`config.mk`:
```
export PLATFORM = sky130hd
export DESIGN_NAME = adder_serial_pipe
export DESIGN_NICKNAME = d
export VERILOG_FILES = /design/src/rtl/adder_serial_pipe.sv
export SDC_FILE = /design/constraint.sdc
export NUM_CORES = 1
export LEC_CHECK = 0
export BUFFER_PORTS_ARGS = -buffer_cell sky130_fd_sc_hd__buf_4
export CAP_MARGIN = 20
export CORE_MARGIN = 2
export CORE_UTILIZATION = 53
export CTS_BUF_LIST = sky130_fd_sc_hd__clkbuf_8 sky130_fd_sc_hd__clkbuf_16
export DETAILED_ROUTE_END_ITERATION = 16
export PLACE_DENSITY = 0.79
export SLEW_MARGIN = 20
export SYNTH_ARGS = -nofsm -noshare
export SYNTH_HDL_FRONTEND = slang
export SYNTH_SLANG_ARGS = --single-unit
```
`constraint.sdc`:
```
create_clock -name clk -period 2.05 [get_ports clk]
set_input_delay 0.205 -clock clk [delete_from_list [all_inputs] [get_ports clk]]
set_output_delay 0.205 -clock clk [all_outputs]
set_load 0.02 [all_outputs]
```
`src/rtl/adder_serial_pipe.sv`:
```
// Digit-serial add/subtract unit: resolves one DIGIT-bit carry slice per clock,
// with valid/ready handshakes, carry-out (inverted borrow) and signed overflow.
module adder_serial_pipe #(
  parameter int WIDTH = 16,
  parameter int DIGIT = 4
) (
  input  logic             clk,
  input  logic             rst_n,
  input  logic             in_valid,
  output logic             in_ready,
  input  logic [WIDTH-1:0] in_a,
  input  logic [WIDTH-1:0] in_b,
  input  logic             in_cin,
  input  logic             in_sub,
  output logic             out_valid,
  input  logic             out_ready,
  output logic [WIDTH-1:0] out_sum,
  output logic             out_cout,
  output logic             out_ovf
);
  localparam int NDIG = WIDTH / DIGIT;
  localparam int KW = (NDIG > 1) ? $clog2(NDIG) : 1;
  localparam logic [KW-1:0] K_LAST = KW'(NDIG - 1);

  typedef enum logic [1:0] {
    IDLE = 2'd0,
    RUN  = 2'd1,
    DONE = 2'd2
  } state_t;

  state_t state_r, state_next_s;
  // a_r doubles as the sum accumulator: digits of A shift out the bottom
  // while result digits shift in at the top.
  logic [WIDTH-1:0]       a_r, b_r, a_next_s;
  logic [WIDTH+DIGIT-1:0] a_cat_s;
  logic                   c_r;
  logic [KW-1:0]          k_r;
  logic [DIGIT:0]         dsum_s;
  logic                   last_s, accept_s, ovf_s;

  assign dsum_s   = {1'b0, a_r[DIGIT-1:0]} + {1'b0, b_r[DIGIT-1:0]} + {{DIGIT{1'b0}}, c_r};
  assign a_cat_s  = {dsum_s[DIGIT-1:0], a_r};
  assign a_next_s = a_cat_s[WIDTH+DIGIT-1:DIGIT];
  assign last_s   = (k_r == K_LAST);
  assign accept_s = in_valid & in_ready;
  // Carry into the top bit is recovered from the operand and sum bits at that position.
  assign ovf_s    = a_r[DIGIT-1] ^ b_r[DIGIT-1] ^ dsum_s[DIGIT-1] ^ dsum_s[DIGIT];

  // Input-side ready: free when idle, or when the held result is being taken.
  always_comb begin
    in_ready = 1'b0;
    case (state_r)
      IDLE:    in_ready = 1'b1;
      DONE:    in_ready = out_ready;
      default: in_ready = 1'b0;
    endcase
  end

  // Next-state logic.
  always_comb begin
    state_next_s = state_r;
    case (state_r)
      IDLE: begin
        if (accept_s) state_next_s = RUN;
        else          state_next_s = IDLE;
      end
      RUN: begin
        if (last_s) state_next_s = DONE;
        else        state_next_s = RUN;
      end
      DONE: begin
        if (accept_s)       state_next_s = RUN;
        else if (out_ready) state_next_s = IDLE;
        else                state_next_s = DONE;
      end
      default: state_next_s = IDLE;
    endcase
  end

  // State, operand/carry datapath and registered result.
  always_ff @(posedge clk) begin
    if (!rst_n) begin
      state_r   <= IDLE;
      a_r       <= {WIDTH{1'b0}};
      b_r       <= {WIDTH{1'b0}};
      c_r       <= 1'b0;
      k_r       <= {KW{1'b0}};
      out_valid <= 1'b0;
      out_sum   <= {WIDTH{1'b0}};
      out_cout  <= 1'b0;
      out_ovf   <= 1'b0;
    end else begin
      state_r <= state_next_s;
      if (accept_s) begin
        a_r <= in_a;
        b_r <= in_sub ? ~in_b : in_b;
        c_r <= in_sub ? ~in_cin : in_cin;
        k_r <= {KW{1'b0}};
      end else if (state_r == RUN) begin
        a_r <= a_next_s;
        b_r <= b_r >> DIGIT;
        c_r <= dsum_s[DIGIT];
        k_r <= last_s ? {KW{1'b0}} : k_r + KW'(1);
      end
      if ((state_r == RUN) && last_s) begin
        out_sum   <= a_next_s;
        out_cout  <= dsum_s[DIGIT];
        out_ovf   <= ovf_s;
        out_valid <= 1'b1;
      end else if ((state_r == DONE) && out_ready) begin
        out_valid <= 1'b0;
      end
    end
  end

endmodule

```
Word-level counts from Yosys, hierarchy flattened
Index checks and enable logic that the tools add are counted.
{ "classes": {"add_sub_neg": 3, "n_eq_ne": 3, "mux": 17, "bitwise": 7, "n_reduce_logical": 6} }
{ "op_table": {"columns": ["op", "count"], "rows": [
  ["16-bit two-way mux", 5],
  ["16-bit inverter", 1],
  ["2-bit two-way mux", 4],
  ["1-bit two-way mux", 6],
  ["2-bit one-hot mux with 3 select lines", 1],
  ["4-bit by 4-bit adder with 5-bit output", 1],
  ["5-bit by 1-bit adder with 5-bit output", 1],
  ["2-bit equality test (second input constant)", 2],
  ["2-bit nonzero test", 2],
  ["1-bit XOR", 3],
  ["2-bit by 1-bit adder with 2-bit output (second input constant)", 1],
  ["2-bit by 1-bit equality test with 1-bit output (second input constant)", 1],
  ["1-bit logical AND", 2],
  ["2-bit logical NOT", 1],
  ["1-bit inverter", 2],
  ["1-bit one-hot mux with 2 select lines", 1],
  ["2-bit OR reduction", 1],
  ["1-bit bitwise AND", 1]
]} }
{ "totals": {"reg_bits": 56, "inputBits": 38, "out_inout_bits": 20, "word_cells": 45} }

Depth between registers and ports, before layout
{ "logic_depth": {"word_depth": 5, "mapped_depth": 7, "mapped_depth_nobuf": 7} }

Least setup slack after synthesis
Ideal clock, no wire load.
{ "synth_timing": {"kind": "register to register", "from": "reg a_r[0]", "to": "reg out_ovf", "setup_ns": 0.122, "arrival_ns": 1.756, "t_required_ns": 1.928, "path_slack_ns": 0.173, "path_stages_with_launch": 8, "path_buffers": 0, "synth_period_minus_slack_ns": 1.877, "cell_sequence": "dfxtp_1 inv_1 fa_1 fa_1 nand2b_1 a21oi_1 xnor2_1 a21oi_1"} }
{ "synth_via": {"elab_chain_cells": 4} }
{ "synth_rtl": {"columns": ["item", "line_no", "source"], "rows": [
  ["start, declared", "34", "logic [WIDTH-1:0] a_r, b_r, a_next_s;"],
  ["start signal, assigned", "84", "a_r <= {WIDTH{1'b0}};"],
  ["start signal, assigned", "95", "a_r <= in_a;"],
  ["start signal, assigned", "100", "a_r <= a_next_s;"],
  ["4-bit by 4-bit adder with 5-bit output *", "41", "assign dsum_s = {1'b0, a_r[DIGIT-1:0]} + {1'b0, b_r[DIGIT-1:0]} + {{DIGIT{1'b0}}, c_r};"],
  ["5-bit by 1-bit adder with 5-bit output *", "41", null],
  ["1-bit XOR", "47", "assign ovf_s = a_r[DIGIT-1] ^ b_r[DIGIT-1] ^ dsum_s[DIGIT-1] ^ dsum_s[DIGIT];"],
  ["1-bit XOR *", "47", null],
  ["end signal, assigned", "108", "out_ovf <= ovf_s;"],
  ["end, declared", "19", "output logic out_ovf"]
]} }
Mark *: on every way between the ends. The rest lies on a longest branch, timed or not.
A chain may end at the register's enable or synchronous reset.

Final worst setup path
{ "layout_timing": {"from": "reg a_r[0]", "to": "reg c_r"} }
{ "layout_via": {"elab_chain_cells": 4} }
{ "layout_rtl": {"columns": ["item", "line_no", "source"], "rows": [
  ["4-bit by 4-bit adder with 5-bit output", "41", null],
  ["5-bit by 1-bit adder with 5-bit output", "41", null],
  ["1-bit two-way mux", "99", "end else if (state_r == RUN) begin"],
  ["1-bit two-way mux", "94", "if (accept_s) begin"],
  ["end signal, assigned", "97", "c_r <= in_sub ? ~in_cin : in_cin;"],
  ["end signal, assigned", "102", "c_r <= dsum_s[DIGIT];"],
  ["end, declared", "36", "logic c_r;"]
]} }
Every way passes these cells. The select of a mux whose other input is x is not followed.

==> flow_summary_export.csv <==
group,metric,value,unit
placement,place_hpwl,3850,um
run,cap_violations,0,
grt,grtUsageTotal,0.232,
route,routed_wl,5700,um
cts,numCtsBuffers,5,
timing,clock-skew-final,6.78,ps
route,ant_nets,0,
grt,grt_max_degree,33,
placement,gp_congestion,0.852,
synthesis,async_flop_share,0,
pwr,total_power,2.32,mW
synthesis,yosysMostFrequentCell,"nand2_1",
cts,cts.root.buffer_cell,"clkbuf_8",
setup_path,path_class,"reg -> reg",
min_path,min_path_cells,3,
cts,clkSinkCount,56,
setup_path,reg2regPathDepth,7,
timing,setup_viol,0,
timing,drv_slew,0,
synthesis,yosys-mux-area-fraction,0,
synthesis,ys.flop_type,"dfxtp_1",
synthesis,netlist_instances,301,
timing,period_needed,1930,ps
route,wire_per_inst,14.1,um
floorplanning,start_util,0.561,
setup_path,arrival,2170,ps
cts,clk_latency,310,ps
pwr,ir_drop,0.455,mV
cts,cts_hold_buf,0,
setup_path,worst_setup_path_end_kind,"flip-flop",
synthesis,syn_nets,345,
route,via_per_inst,5.41,
synthesis,ys_seq_area_frac,0.449,
floorplanning,rows,24,
synthesis,synth_top_family_by_area,"compound AO/OA/AOI/OAI gates",
floorplanning,core,4440,sq um
synthesis,syn_area_per_cell,8.29,sq um
placement,port_buffers,57,
layout,multi_input_area,1250,sq um
synthesis,synth-xor-area-share,0.0702,
cts,htree_levels,2,
cts,cts_buffer_depth,2,
grt,grt_pass1_wl,9600,um
cts,cts_tree,"built",
timing,layout_worst_path_cycle_share,0.943,
timing,max_clock_freq,517,MHz
layout,ff_latch_area,1120,sq um
grt,antenna_found_initial,0,
floorplanning,die_height,72.6,um
layout,antenna-diode-count,0,
route,drt_pass1_iterations,5,
timing,rsz0062_at_grt,"no",
synthesis,synthTopCellsByArea,"dfxtp_1 (45%), nand2_1 (11%), a21oi_1 (7.8%), xor2_1 (6.0%), a22oi_1 (4.8%)",
setup_path,start_kind,"flip-flop",
cts,cts_setup_buffers,0,
setup_path,cp.required,2290,ps
route,drc_errors,0,
min_path,hold_class,"in -> reg",
floorplanning,pin_count,58,
layout,fillers,369,
status,status,"finished, final reports clean",
synthesis,ys_ff_latch,56,
synthesis,synth_compound_area_frac,0.201,
placement,dp_cells,395,
timing,setup_ws,116,ps
synthesis,synth_simple_gate_area_share,0.191,
cts,clkSlewWorstSetupHoldPaths,100,ps
synthesis,synth_edf_count,0,
synthesis,ys_top_cells_by_count,"nand2_1 (75), dfxtp_1 (56), a21oi_1 (39), nor2_1 (23), xor2_1 (17)",
pwr,power.density,755,nW/um^2
layout,nets,394,
synthesis,yosys.area.top_type,"dfxtp_1",
floorplanning,die_w,72.6,um
timing,maxSlewHeadroom,0.414,
synthesis,synth_top_area_frac,0.449,
synthesis,yosysWarnings,0,
setup_path,crit_path_max_fanout,3,
grt,grt_overflow,0,
timing,tightest_slew,879,ps
pwr,p_leak,1.21,nW
synthesis,yosysUniqueCellTypes,32,
layout,drive_gt1_frac,0.219,
grt,grt_pass1_vias,2093,
placement,dp_slack,-16.2,ps
floorplanning,dieArea,5270,sq um
layout,area_delta_synth_final,23.0,%
layout,final_cells,403,
synthesis,synth_fa_ha_area_frac,0.0361,
route,vias,2182,
synthesis,synth_area,2490,sq um
route,drt_iter0_markers,158,
timing,finalHoldViolations,0,
[worst max-delay path, cell delays in order, from the launching register on]
cell	delay [ps]
dfxtp_1	340
inv_1	60
fa_2	400
fa_2	360
nand2b_1	180
a21oi_2	240
a22oi_1	130
a21oi_1	160
[state kept, by name, summed over array words and instances, names as in the netlist, 2 cells and up]
signal and flops:
a_r 16, b_r 16, k_r 2, out_sum 16, state_r 2
[power breakdown]
| group | switching (mW) | internal [mW] | total, mW |
|---|---|---|---|
| clock | 0.355 | 0.431 | 0.787 |
| sequential | 0.0400 | 1.15 | 1.19 |
| combinational | 0.191 | 0.152 | 0.344 |
[cell families (layout without fill, tap and decap cells)]
| family | after synthesis | count (layout) |
|---|---|---|
| AOI/OAI and AO/OA | 77 | 77 |
| xor gates and xnor gates | 20 | 20 |
| buffers and inverters | 27 | 77 |
| and+or+nand+nor | 115 | 115 |
| DFF | 56 | 56 |
| adders and majority gates | 6 | 6 |
[per-layer routing]
metal  vias up  GRT usage  share of wire
met5         -          0              0
met4         0     0.0741          0.015
met3         8     0.0470          0.050
met2        60      0.388           0.48
met1      1002      0.301           0.46
li1       1112          -              -
[timing repair]
action | CTS | global route
pin swaps | 0 | 2
endpoints found under the setup margin | 1 | 2
gates resized for setup | 1 | 2
cloned | 0 | 0
[worst paths after layout]
check	to	startpoint	slack (ps)
setup / recovery	c_r	a_r[0]	120
hold / removal	a_r[12]	in_a[12]	140
setup reg to reg	c_r	a_r[0]	120
hold reg to reg	out_sum[1]	out_sum[1]	460
[cells in the final DEF, fill, tap and decap left out, types with 3 or more instances in the layout]
master | netlist | layout
dfxtp_1 | 56 | 56
buf_4 | 3 | 61
nand3_1 | 5 | 5
a22oi_1 | 16 | 16
nand2_1 | 75 | 75
inv_1 | 6 | 6
xor2_1 | 17 | 17
xnor2_1 | 3 | 3
o21ai_0 | 3 | 3
nor2_1 | 23 | 23
a311oi_1 | 11 | 11
clkbuf_8 | 0 | 7
nand2b_1 | 3 | 3
a21oi_1 | 39 | 38
ha_1 | 4 | 4
[final cells by class]
type / instances / share of cell area
clock inverter: 1 / 0.00979
timing repair buffer: 62 / 0.156
clock buffer: 7 / 0.0314
sequential: 56 / 0.365
tap: 52 / 0.0212
multi-input combinational: 218 / 0.408
inverter: 7 / 0.00856
[metrics by stage]
stage                     setup TNS (ps)  hold WS, ps  cell area [sq um]  utilization
after global routing                   0          161               3070        0.690
after CTS                              0          142               3060        0.689
after global placement                 0          443               2930        0.660
after floorplan                        0          323               2490            -
final                                  0          139               3070        0.690
after detailed placement           -16.2          447               2930        0.660
No activity file was read; power rests on OpenSTA's default activity.
